<file path="config.mk">
export PLATFORM = sky130hd
export DESIGN_NAME = b06_arbiter_flat
export DESIGN_NICKNAME = d
export VERILOG_FILES = /design/src/rtl/b06_arbiter_if.sv /design/src/rtl/b06_arbiter.sv /design/src/flat_wrapper.sv
export SDC_FILE = /design/constraint.sdc
export NUM_CORES = 1
export LEC_CHECK = 0
export ABC_AREA = 1
export CAP_MARGIN = 15
export CORE_MARGIN = 4
export CORE_UTILIZATION = 48
export CTS_BUF_LIST = sky130_fd_sc_hd__clkbuf_16
export DETAILED_ROUTE_END_ITERATION = 12
export GPL_ROUTABILITY_DRIVEN = 0
export PLACE_DENSITY = 0.75
export SETUP_SLACK_MARGIN = 0.5
export SYNTH_ARGS = -nofsm -noshare
export SYNTH_HDL_FRONTEND = slang
export SYNTH_SLANG_ARGS = --single-unit
</file>
<file path="constraint.sdc">
create_clock -name clock -period 1.3 [get_ports clock]
set_input_delay 0.195 -clock clock [delete_from_list [all_inputs] [get_ports clock]]
set_output_delay 0.195 -clock clock [all_outputs]
set_load 0.05 [all_outputs]
</file>
<file path="src/rtl/b06_arbiter_if.sv">
// Bus between the b06 arbiter and its requesters / shared b06 instance.
// The slave modport is the arbiter's view; master is the driving side.
interface b06_arbiter_if;
   logic [3:0] req;
   logic [3:0] req_cont;
   logic       ackout;
   logic [3:0] grant;
   logic       eql;
   logic       cont_eql;
   logic       busy;
   logic [3:0] done;
   logic       timeout;

   modport slave (
      input  req, req_cont, ackout,
      output grant, eql, cont_eql, busy, done, timeout
   );

   modport master (
      output req, req_cont, ackout,
      input  grant, eql, cont_eql, busy, done, timeout
   );
endinterface

</file>
<file path="src/rtl/b06_arbiter.sv">
// Round-robin arbiter sharing one b06 instance among four requesters.
// Each grant is held until ackout, a request drop, or a cycle timeout.
module b06_arbiter #(
   parameter int unsigned TIMEOUT = 15
) (
   input logic         clock,
   input logic         reset,
   b06_arbiter_if.slave bus
);

   typedef enum logic [1:0] {
      IDLE,
      GRANT,
      WAIT_ACK,
      RELEASE
   } state_t;

   localparam logic [7:0] LAST_CNT = 8'(TIMEOUT - 1);

   state_t     state, state_next;
   logic [1:0] sel, sel_next;
   logic [1:0] ptr, ptr_next;
   logic [1:0] pick;
   logic [7:0] cnt, cnt_next;

   logic [3:0] grant_q, grant_next;
   logic       eql_q, eql_next;
   logic       cont_eql_q, cont_eql_next;
   logic       busy_q, busy_next;
   logic [3:0] done_q, done_next;
   logic       timeout_q, timeout_next;

   // Scan downward so the requester closest after ptr is the last one written.
   always_comb begin
      pick = ptr + 2'd1;
      for (int k = 3; k >= 0; k--) begin
         if (bus.req[2'(ptr + 2'd1 + 2'(k))]) begin
            pick = 2'(ptr + 2'd1 + 2'(k));
         end
      end
   end

   always_comb begin
      state_next    = state;
      sel_next      = sel;
      ptr_next      = ptr;
      cnt_next      = cnt;
      grant_next    = grant_q;
      eql_next      = eql_q;
      cont_eql_next = cont_eql_q;
      done_next     = 4'b0000;
      timeout_next  = 1'b0;

      unique case (state)
         IDLE: begin
            grant_next    = 4'b0000;
            eql_next      = 1'b0;
            cont_eql_next = 1'b0;
            if (bus.req != 4'b0000) begin
               sel_next   = pick;
               state_next = GRANT;
            end
         end
         GRANT: begin
            grant_next    = 4'b0001 << sel;
            eql_next      = 1'b1;
            cont_eql_next = bus.req_cont[sel];
            cnt_next      = 8'd0;
            state_next    = WAIT_ACK;
         end
         WAIT_ACK: begin
            cont_eql_next = bus.req_cont[sel];
            if (bus.ackout || !bus.req[sel] || cnt == LAST_CNT) begin
               grant_next    = 4'b0000;
               eql_next      = 1'b0;
               cont_eql_next = 1'b0;
               state_next    = RELEASE;
               if (bus.ackout) begin
                  done_next = 4'b0001 << sel;
               end else if (bus.req[sel]) begin
                  timeout_next = 1'b1;
               end
            end else begin
               cnt_next = (cnt == 8'hFF) ? cnt : cnt + 8'd1;
            end
         end
         RELEASE: begin
            grant_next    = 4'b0000;
            eql_next      = 1'b0;
            cont_eql_next = 1'b0;
            ptr_next      = sel;
            state_next    = IDLE;
         end
         default: begin
            state_next = IDLE;
         end
      endcase

      busy_next = (state_next != IDLE);
   end

   // ptr resets to 3 so that requester 0 is first in line.
   always_ff @(posedge clock or negedge reset) begin
      if (!reset) begin
         state      <= IDLE;
         sel        <= 2'd0;
         ptr        <= 2'd3;
         cnt        <= 8'd0;
         grant_q    <= 4'b0000;
         eql_q      <= 1'b0;
         cont_eql_q <= 1'b0;
         busy_q     <= 1'b0;
         done_q     <= 4'b0000;
         timeout_q  <= 1'b0;
      end else begin
         state      <= state_next;
         sel        <= sel_next;
         ptr        <= ptr_next;
         cnt        <= cnt_next;
         grant_q    <= grant_next;
         eql_q      <= eql_next;
         cont_eql_q <= cont_eql_next;
         busy_q     <= busy_next;
         done_q     <= done_next;
         timeout_q  <= timeout_next;
      end
   end

   assign bus.grant    = grant_q;
   assign bus.eql      = eql_q;
   assign bus.cont_eql = cont_eql_q;
   assign bus.busy     = busy_q;
   assign bus.done     = done_q;
   assign bus.timeout  = timeout_q;

endmodule

</file>
<file path="src/flat_wrapper.sv">
// flat-port wrapper written by rule: the top's interface ports become plain ports
module b06_arbiter_flat 
#(
   parameter int unsigned TIMEOUT = 15
)
  (clock, reset, bus_req, bus_req_cont, bus_ackout, bus_grant, bus_eql, bus_cont_eql, bus_busy, bus_done, bus_timeout);
  b06_arbiter_if bus_i ();
  input logic clock;
  input logic reset;
  input wire logic [$bits(bus_i.req)-1:0] bus_req;
  input wire logic [$bits(bus_i.req_cont)-1:0] bus_req_cont;
  input wire logic [$bits(bus_i.ackout)-1:0] bus_ackout;
  output wire logic [$bits(bus_i.grant)-1:0] bus_grant;
  output wire logic [$bits(bus_i.eql)-1:0] bus_eql;
  output wire logic [$bits(bus_i.cont_eql)-1:0] bus_cont_eql;
  output wire logic [$bits(bus_i.busy)-1:0] bus_busy;
  output wire logic [$bits(bus_i.done)-1:0] bus_done;
  output wire logic [$bits(bus_i.timeout)-1:0] bus_timeout;
  assign bus_i.req = bus_req;
  assign bus_i.req_cont = bus_req_cont;
  assign bus_i.ackout = bus_ackout;
  assign bus_grant = bus_i.grant;
  assign bus_eql = bus_i.eql;
  assign bus_cont_eql = bus_i.cont_eql;
  assign bus_busy = bus_i.busy;
  assign bus_done = bus_i.done;
  assign bus_timeout = bus_i.timeout;
  b06_arbiter #(.TIMEOUT(TIMEOUT)) u_core (.clock(clock), .reset(reset), .bus(bus_i));
endmodule
</file>
==> results of run 1 <==
[worst max-delay path by stage]
stage / end / slack (ps) / cells after the start
floorplan: u_core.sel[0]$_DFFE_PN0P_ / -50 / 10
global placement: u_core.cnt[6]$_DFFE_PN0P_ / -320 / 10
detailed placement: u_core.cnt[5]$_DFFE_PN0P_ / -380 / 10
CTS: u_core.cnt[5]$_DFFE_PN0P_ / -170 / 9
global route: u_core.sel[1]$_DFFE_PN0P_ / -410 / 9
finish: u_core.sel[0]$_DFFE_PN0P_ / -390 / 9
[cell usage after synthesis, types with 2 or more instances]
cell type	instances	area [sq um]
nor3_1	3	15.0
nand2_4	3	33.8
o21ai_1	6	30.0
nor2_1	16	60.1
xor2_1	3	26.3
buf_4	2	15.0
o21ai_0	5	25.0
xnor2_1	2	17.5
dfstp_2	2	52.6
nand2_1	83	312
inv_1	18	67.6
inv_2	2	7.51
nand3_1	22	110
ha_1	7	87.6
nor2_2	2	12.5
dfrtp_1	24	601
[area by class of cell]
cell class	count	area (sq um)	share of cell area, %
Inverter	21	90.1	3.09
Clock buffer	3	75.1	2.58
Multi-Input combinational cell	164	1200	41.0
Clock inverter	1	30.0	1.03
Tap cell	44	55.1	1.89
Sequential cell	26	659	22.6
Timing Repair Buffer	76	808	27.7
[routing by layer]
layer / track usage [%] / vias to the layer above / part of all wire, %
li1: - / 834 / -
met1: 36.2 / 964 / 35
met2: 49.9 / 240 / 44
met3: 4.62 / 77 / 12
met4: 18.9 / 0 / 8.9
met5: 0 / - / 0
[sequential cells by signal, indices dropped and copies added (netlist names)]
| name | count |
|---|---|
| u_core.bus.eql | 1 |
| u_core.ptr | 2 |
| u_core.bus.grant | 4 |
| u_core.bus.timeout | 1 |
| u_core.cnt | 8 |
| u_core.bus.done | 4 |
| u_core.state | 2 |
| u_core.sel | 2 |
| u_core.bus.cont_eql | 1 |
| u_core.bus.busy | 1 |
[cell families (layout without fill, tap and decap cells)]
| group | Yosys count | after routing |
|---|---|---|
| and+or+nand+nor | 135 | 137 |
| xor gates and xnor gates | 5 | 5 |
| adders and majority gates | 7 | 7 |
| AOI/OAI and AO/OA | 15 | 15 |
| DFF | 26 | 26 |
| buffers and inverters | 24 | 101 |
[where the power goes]
group          total (mW)  internal (mW)  leakage [nW]  switching (mW)
Clock               0.957          0.615        0.0511           0.342
Sequential           1.39           1.05         0.335           0.340
Combinational        4.75           1.94          1.01            2.81
[repair_timing]
action	4_1_cts	5_1_grt
setup buffers	15	7
pin swaps	16	17
cloned	2	0
setup endpoints to repair	38	38
gates resized for setup	39	57
[through the flow]
step / cells / util (%) / hold slack [ps] / setup slack [ps] / area (sq um)
after floorplan: 212 / - / -101 / -54.4 / 1660
after global placement: 307 / 73.4 / 519 / -321 / 2280
after detailed placement: 307 / 73.4 / 533 / -376 / 2280
after CTS: 328 / 85.2 / 303 / -165 / 2640
after global routing: 335 / 93.9 / 278 / -411 / 2910
final: 335 / 93.9 / 263 / -391 / 2910
==> flow_summary.json, run 1 <==
{
  "clkTransAtPathRegs_ps": 80,
  "diodes": 0,
  "ys_types": 28,
  "power.total_mw": 7.09,
  "fill_cells": 86,
  "path_common_cell": "nand2_2",
  "area_delta_synth_final_pct": 83.5,
  "synth-simple-area-share_pct": 38.7,
  "ff2ff_setup_slack_ps": -390,
  "powerDensity_nw_per_um2": 2430,
  "rsz0062_at_grt": "true",
  "drive_gt1_share_pct": 55.0,
  "clockRootBuffer": "clkbuf_16",
  "path_buf_inv": 1,
  "layout_common_cells": "nand2_1, buf_4, nand2_2",
  "synth_mux_area_share_pct": 0,
  "viasPerCell": 6.31,
  "drt_wl_total_um": 8220,
  "hp-class": "in -> async",
  "drtIter0Drc": 326,
  "end_kind": "flip-flop",
  "htreeDepth": 1,
  "clock_skew_ps": 6.06,
  "dr.pass1.iters": 7,
  "crit_path_start_kind": "flip-flop",
  "coreArea_sq_um": 3100,
  "clock.fmax_mhz": 591,
  "synthesis.instances": 212,
  "wl_per_cell_um": 24.5,
  "peakVddDrop_v": 0.00276,
  "min_period_ps": 1690,
  "synthAdderAreaFrac_pct": 5.52,
  "violations": "setup timing",
  "setup-tns-final_ps": -5100,
  "fin_nets": 310,
  "io_buffers": 22,
  "maxSlewHeadroom_pct": 72.1,
  "post-dp-hpwl_um": 2980,
  "r2r-end": "u_core.sel[0]$_DFFE_PN0P_",
  "rows": 20,
  "reg2regPathDepth": 9,
  "cts.sinks": 26,
  "syn_area_sq_um": 1590,
  "synthArstFlopShare_pct": 100,
  "tightest_slew_ps": 414,
  "synth_top_family_by_area": "simple AND/OR/NAND/NOR gates",
  "cp_max_fo": 8,
  "critical-path-top-delay-family": "flip-flops",
  "layout_commonest_cell": "nand2_1",
  "synth_compound_area_share_pct": 5.28,
  "ant_nets": 0,
  "crit_chain": "inv_6 -> nand2_4 -> nand2_2 -> nand2_2 -> nand2_2 -> o21ai_2 -> nand3_1 -> nand3_1 -> nand2_1",
  "vias": 2115,
  "synth-seq-cells": 26,
  "cts_tree": "done",
  "pin_count": 23,
  "slowest_stage": "dfstp_2",
  "fin_crit_sh_pct": 130,
  "synth_xor_xnor_area_share_pct": 2.76,
  "grt_max_degree": 27,
  "drv_cap": 0,
  "antenna_found_initial": 0,
  "worst_slack_ps": -391,
  "crit_required_ps": 1460,
  "run_status": "finished, violations left",
  "grt_pass1_vias": 1853,
  "grt_pass1_wl_um": 9520,
  "dieArea_sq_um": 4290,
  "synth_enable_flop_cells": 0,
  "drv_slew": 0,
  "avgSynthCellArea_sq_um": 7.49,
  "start_util_pct": 51.2,
  "crit_type": "reg -> reg",
  "setup_violations": 19,
  "cp.arrival_ps": 1850,
  "startpoint": "u_core.ptr[0]$_DFFE_PN1N_",
  "track_usage_pct": 30.1,
  "synth-main-ff-cell": "dfrtp_1",
  "yosysSeqAreaShare_pct": 41.1,
  "synth_nets": 230,
  "die_y_um": 65.5,
  "die_x_um": 65.5,
  "overflow": 0,
  "p_leak_nw": 1.40,
  "hold_buffers": 0,
  "drc": 0,
  "clockBufferDepth": 2,
  "yosys_warnings": 0,
  "hold_viol_final": 0,
  "insertion_delay_ps": 280,
  "numCtsBuffers": 3,
  "r2r_start": "u_core.ptr[0]$_DFFE_PN1N_",
  "max_stage_delay_ps": 700
}
(Power assumes the default switching activity.)
==> run 2, diff against run 1 <==
- CORE_ASPECT_RATIO: default -> 0.5
- CORE_MARGIN: 4 -> default
==> run 2 against run 1 <==
  * The flow still finishes with violations (setup timing)
  * Die area is 17% lower
  * Register-to-register slack worse by 30 ps
  * Count of clock-buffer cells in the layout unchanged
  * Power rose by 5.2%
  * Critical path type is now in -> reg
  * Worst hold slack better by 9.3 ps
  * Global-route usage is 6.6 points higher
==> flow_summary.json, run 2 (same netlist as run 1, synthesis figures left out) <==
{
  "power_frac_comb_pct": 68.9,
  "p_seq_share_pct": 18.5,
  "die_y_um": 42.7,
  "track_usage_pct": 36.7,
  "setup_violations": 19,
  "wl_per_cell_um": 24.8,
  "clkTransAtPathRegs_ps": 70,
  "crit_path_start_kind": "primary input",
  "area_delta_synth_final_pct": 87.5,
  "grt_pass1_wl_um": 9690,
  "slowest_stage": "clkdlybuf4s50_1",
  "crit_chain": "clkdlybuf4s50_1 -> inv_1 -> buf_4 -> nand3_1 -> nand2_1 -> a21oi_1 -> nand2_1 -> nand2_1",
  "setup-tns-final_ps": -5230,
  "tightest_slew_ps": 297,
  "insertion_delay_ps": 270,
  "clockRootBuffer": "clkbuf_16",
  "fin_nets": 317,
  "grt_max_degree": 27,
  "crit_type": "in -> reg",
  "clock_skew_ps": 4.91,
  "drv_cap": 0,
  "clock.fmax_mhz": 569,
  "numCtsBuffers": 3,
  "crit_required_ps": 1510,
  "worst_slack_ps": -459,
  "die_x_um": 83.3,
  "final_cell_count_no_fill": 338,
  "max_stage_delay_ps": 630,
  "critical-path-top-delay-family": "buffers and inverters",
  "powerDensity_nw_per_um2": 2510,
  "grt_pass1_vias": 1917,
  "regArea_sq_um": 658,
  "maxSlewHeadroom_pct": 80.1,
  "drive_gt1_share_pct": 58.7,
  "path_buf_inv": 3,
  "post-dp-hpwl_um": 2860,
  "start_util_pct": 51.8,
  "rsz0062_at_grt": "true",
  "drtIter0Drc": 311,
  "htreeDepth": 1,
  "fin_crit_sh_pct": 135,
  "clock_power_share_pct": 12.6,
  "hp-class": "in -> async",
  "cts_tree": "done",
  "drt_wl_total_um": 8380,
  "largest_register_ff_count": 8,
  "post-place-cells": 304,
  "startpoint": "bus_req[2]",
  "min_period_ps": 1760,
  "end_kind": "flip-flop",
  "placed_cell_area_sq_um": 2280,
  "peakVddDrop_v": 0.00200,
  "pin_count": 23,
  "vias": 2240,
  "run_status": "finished, violations left",
  "rows": 14,
  "drc": 0,
  "diodes": 0,
  "switching_share_pct": 48.6,
  "io_buffers": 22,
  "cts.sinks": 26,
  "clockBufferDepth": 2,
  "final_area_sq_um": 2980,
  "ant_nets": 0,
  "p_leak_nw": 1.41,
  "switching_power_mw": 3.62,
  "viasPerCell": 6.63,
  "path_common_cell": "nand2_1",
  "multiInputGateArea_sq_um": 1210,
  "cp.arrival_ps": 1970,
  "regMostFlops": "u_core.cnt",
  "layout_common_cells": "buf_4, nand2_1, nand2_2",
  "antenna_found_initial": 0,
  "drv_slew": 0,
  "coreArea_sq_um": 3070,
  "cp_max_fo": 4,
  "r2r_start": "u_core.ptr[0]$_DFFE_PN1N_",
  "dieArea_sq_um": 3560,
  "layout_commonest_cell": "buf_4",
  "overflow": 0,
  "hold_viol_final": 0,
  "fill_cells": 54,
  "violations": "setup timing",
  "p_int_mw": 3.84,
  "dr.pass1.iters": 7
}
[run 2: worst paths after layout]
kind	end	slack, ps	cells past startpoint
min in group clock	u_core.cnt[4]$_DFFE_PN0P_	580	2
min	u_core.bus.done[1]$_DFF_PN0_	270	2
max in group asynchronous	u_core.ptr[0]$_DFFE_PN1N_	800	2
max	u_core.sel[1]$_DFFE_PN0P_	-460	8
max reg2reg	u_core.sel[1]$_DFFE_PN0P_	-420	10
min reg2reg	u_core.cnt[4]$_DFFE_PN0P_	580	2
[run 2: worst reg2reg max path, stage by stage, from the launching register on]
cell	delay, ps
dfstp_2	650
buf_6	150
nand2_2	100
nand2_4	120
nand2_2	80
buf_4	140
nand3_1	80
nand3_1	100
nand2_1	110
nand2_1	80
nand2_1	60
[run 2: final cells by class]
cell class,count,area share (%)
Inverter,21,3.15
Tap cell,40,1.68
Sequential cell,26,22.1
Clock inverter,1,1.01
Multi-Input combinational cell,164,40.7
Timing Repair Buffer,83,28.9
Clock buffer,3,2.52
[run 2: per-stage QoR]
stage	util [%]	power, mW	setup slack, ps	hold slack [ps]
2_1_floorplan	-	3.13	-54.4	-101
3_3_place_gp	74.4	4.25	-329	497
3_5_place_dp	74.4	4.36	-360	503
4_1_cts	86.7	5.90	-166	289
5_1_grt	97.1	7.68	-514	287
6_report	97.1	7.46	-459	272
[run 2: power groups by stage]
stage               clock, mW  combinational [mW]  sequential, mW
finish                  0.941                5.14            1.38
global route            0.959                5.33            1.39
CTS                     0.905                3.69            1.30
detailed placement          0                3.05            1.31
global placement            0                2.95            1.30
floorplan                   0                1.62            1.50
[run 2: repair_timing]
action / CTS / global route
endpoints found under the setup margin: 38 / 38
buffers inserted: 12 / 16
gates resized for setup: 50 / 53
hold buffers: 0 / 0
pin swaps: 23 / 25
endpoints found under the hold margin: 0 / 0
cloned: 2 / 0
[run 2: routing by layer]
metal	GRT usage [%]	vias to the layer above	wire (um)
li1	-	845	-
met1	43.4	1013	2790
met2	63.0	255	3620
met5	0	-	0
met4	22.8	0	927
met3	7.59	127	1050
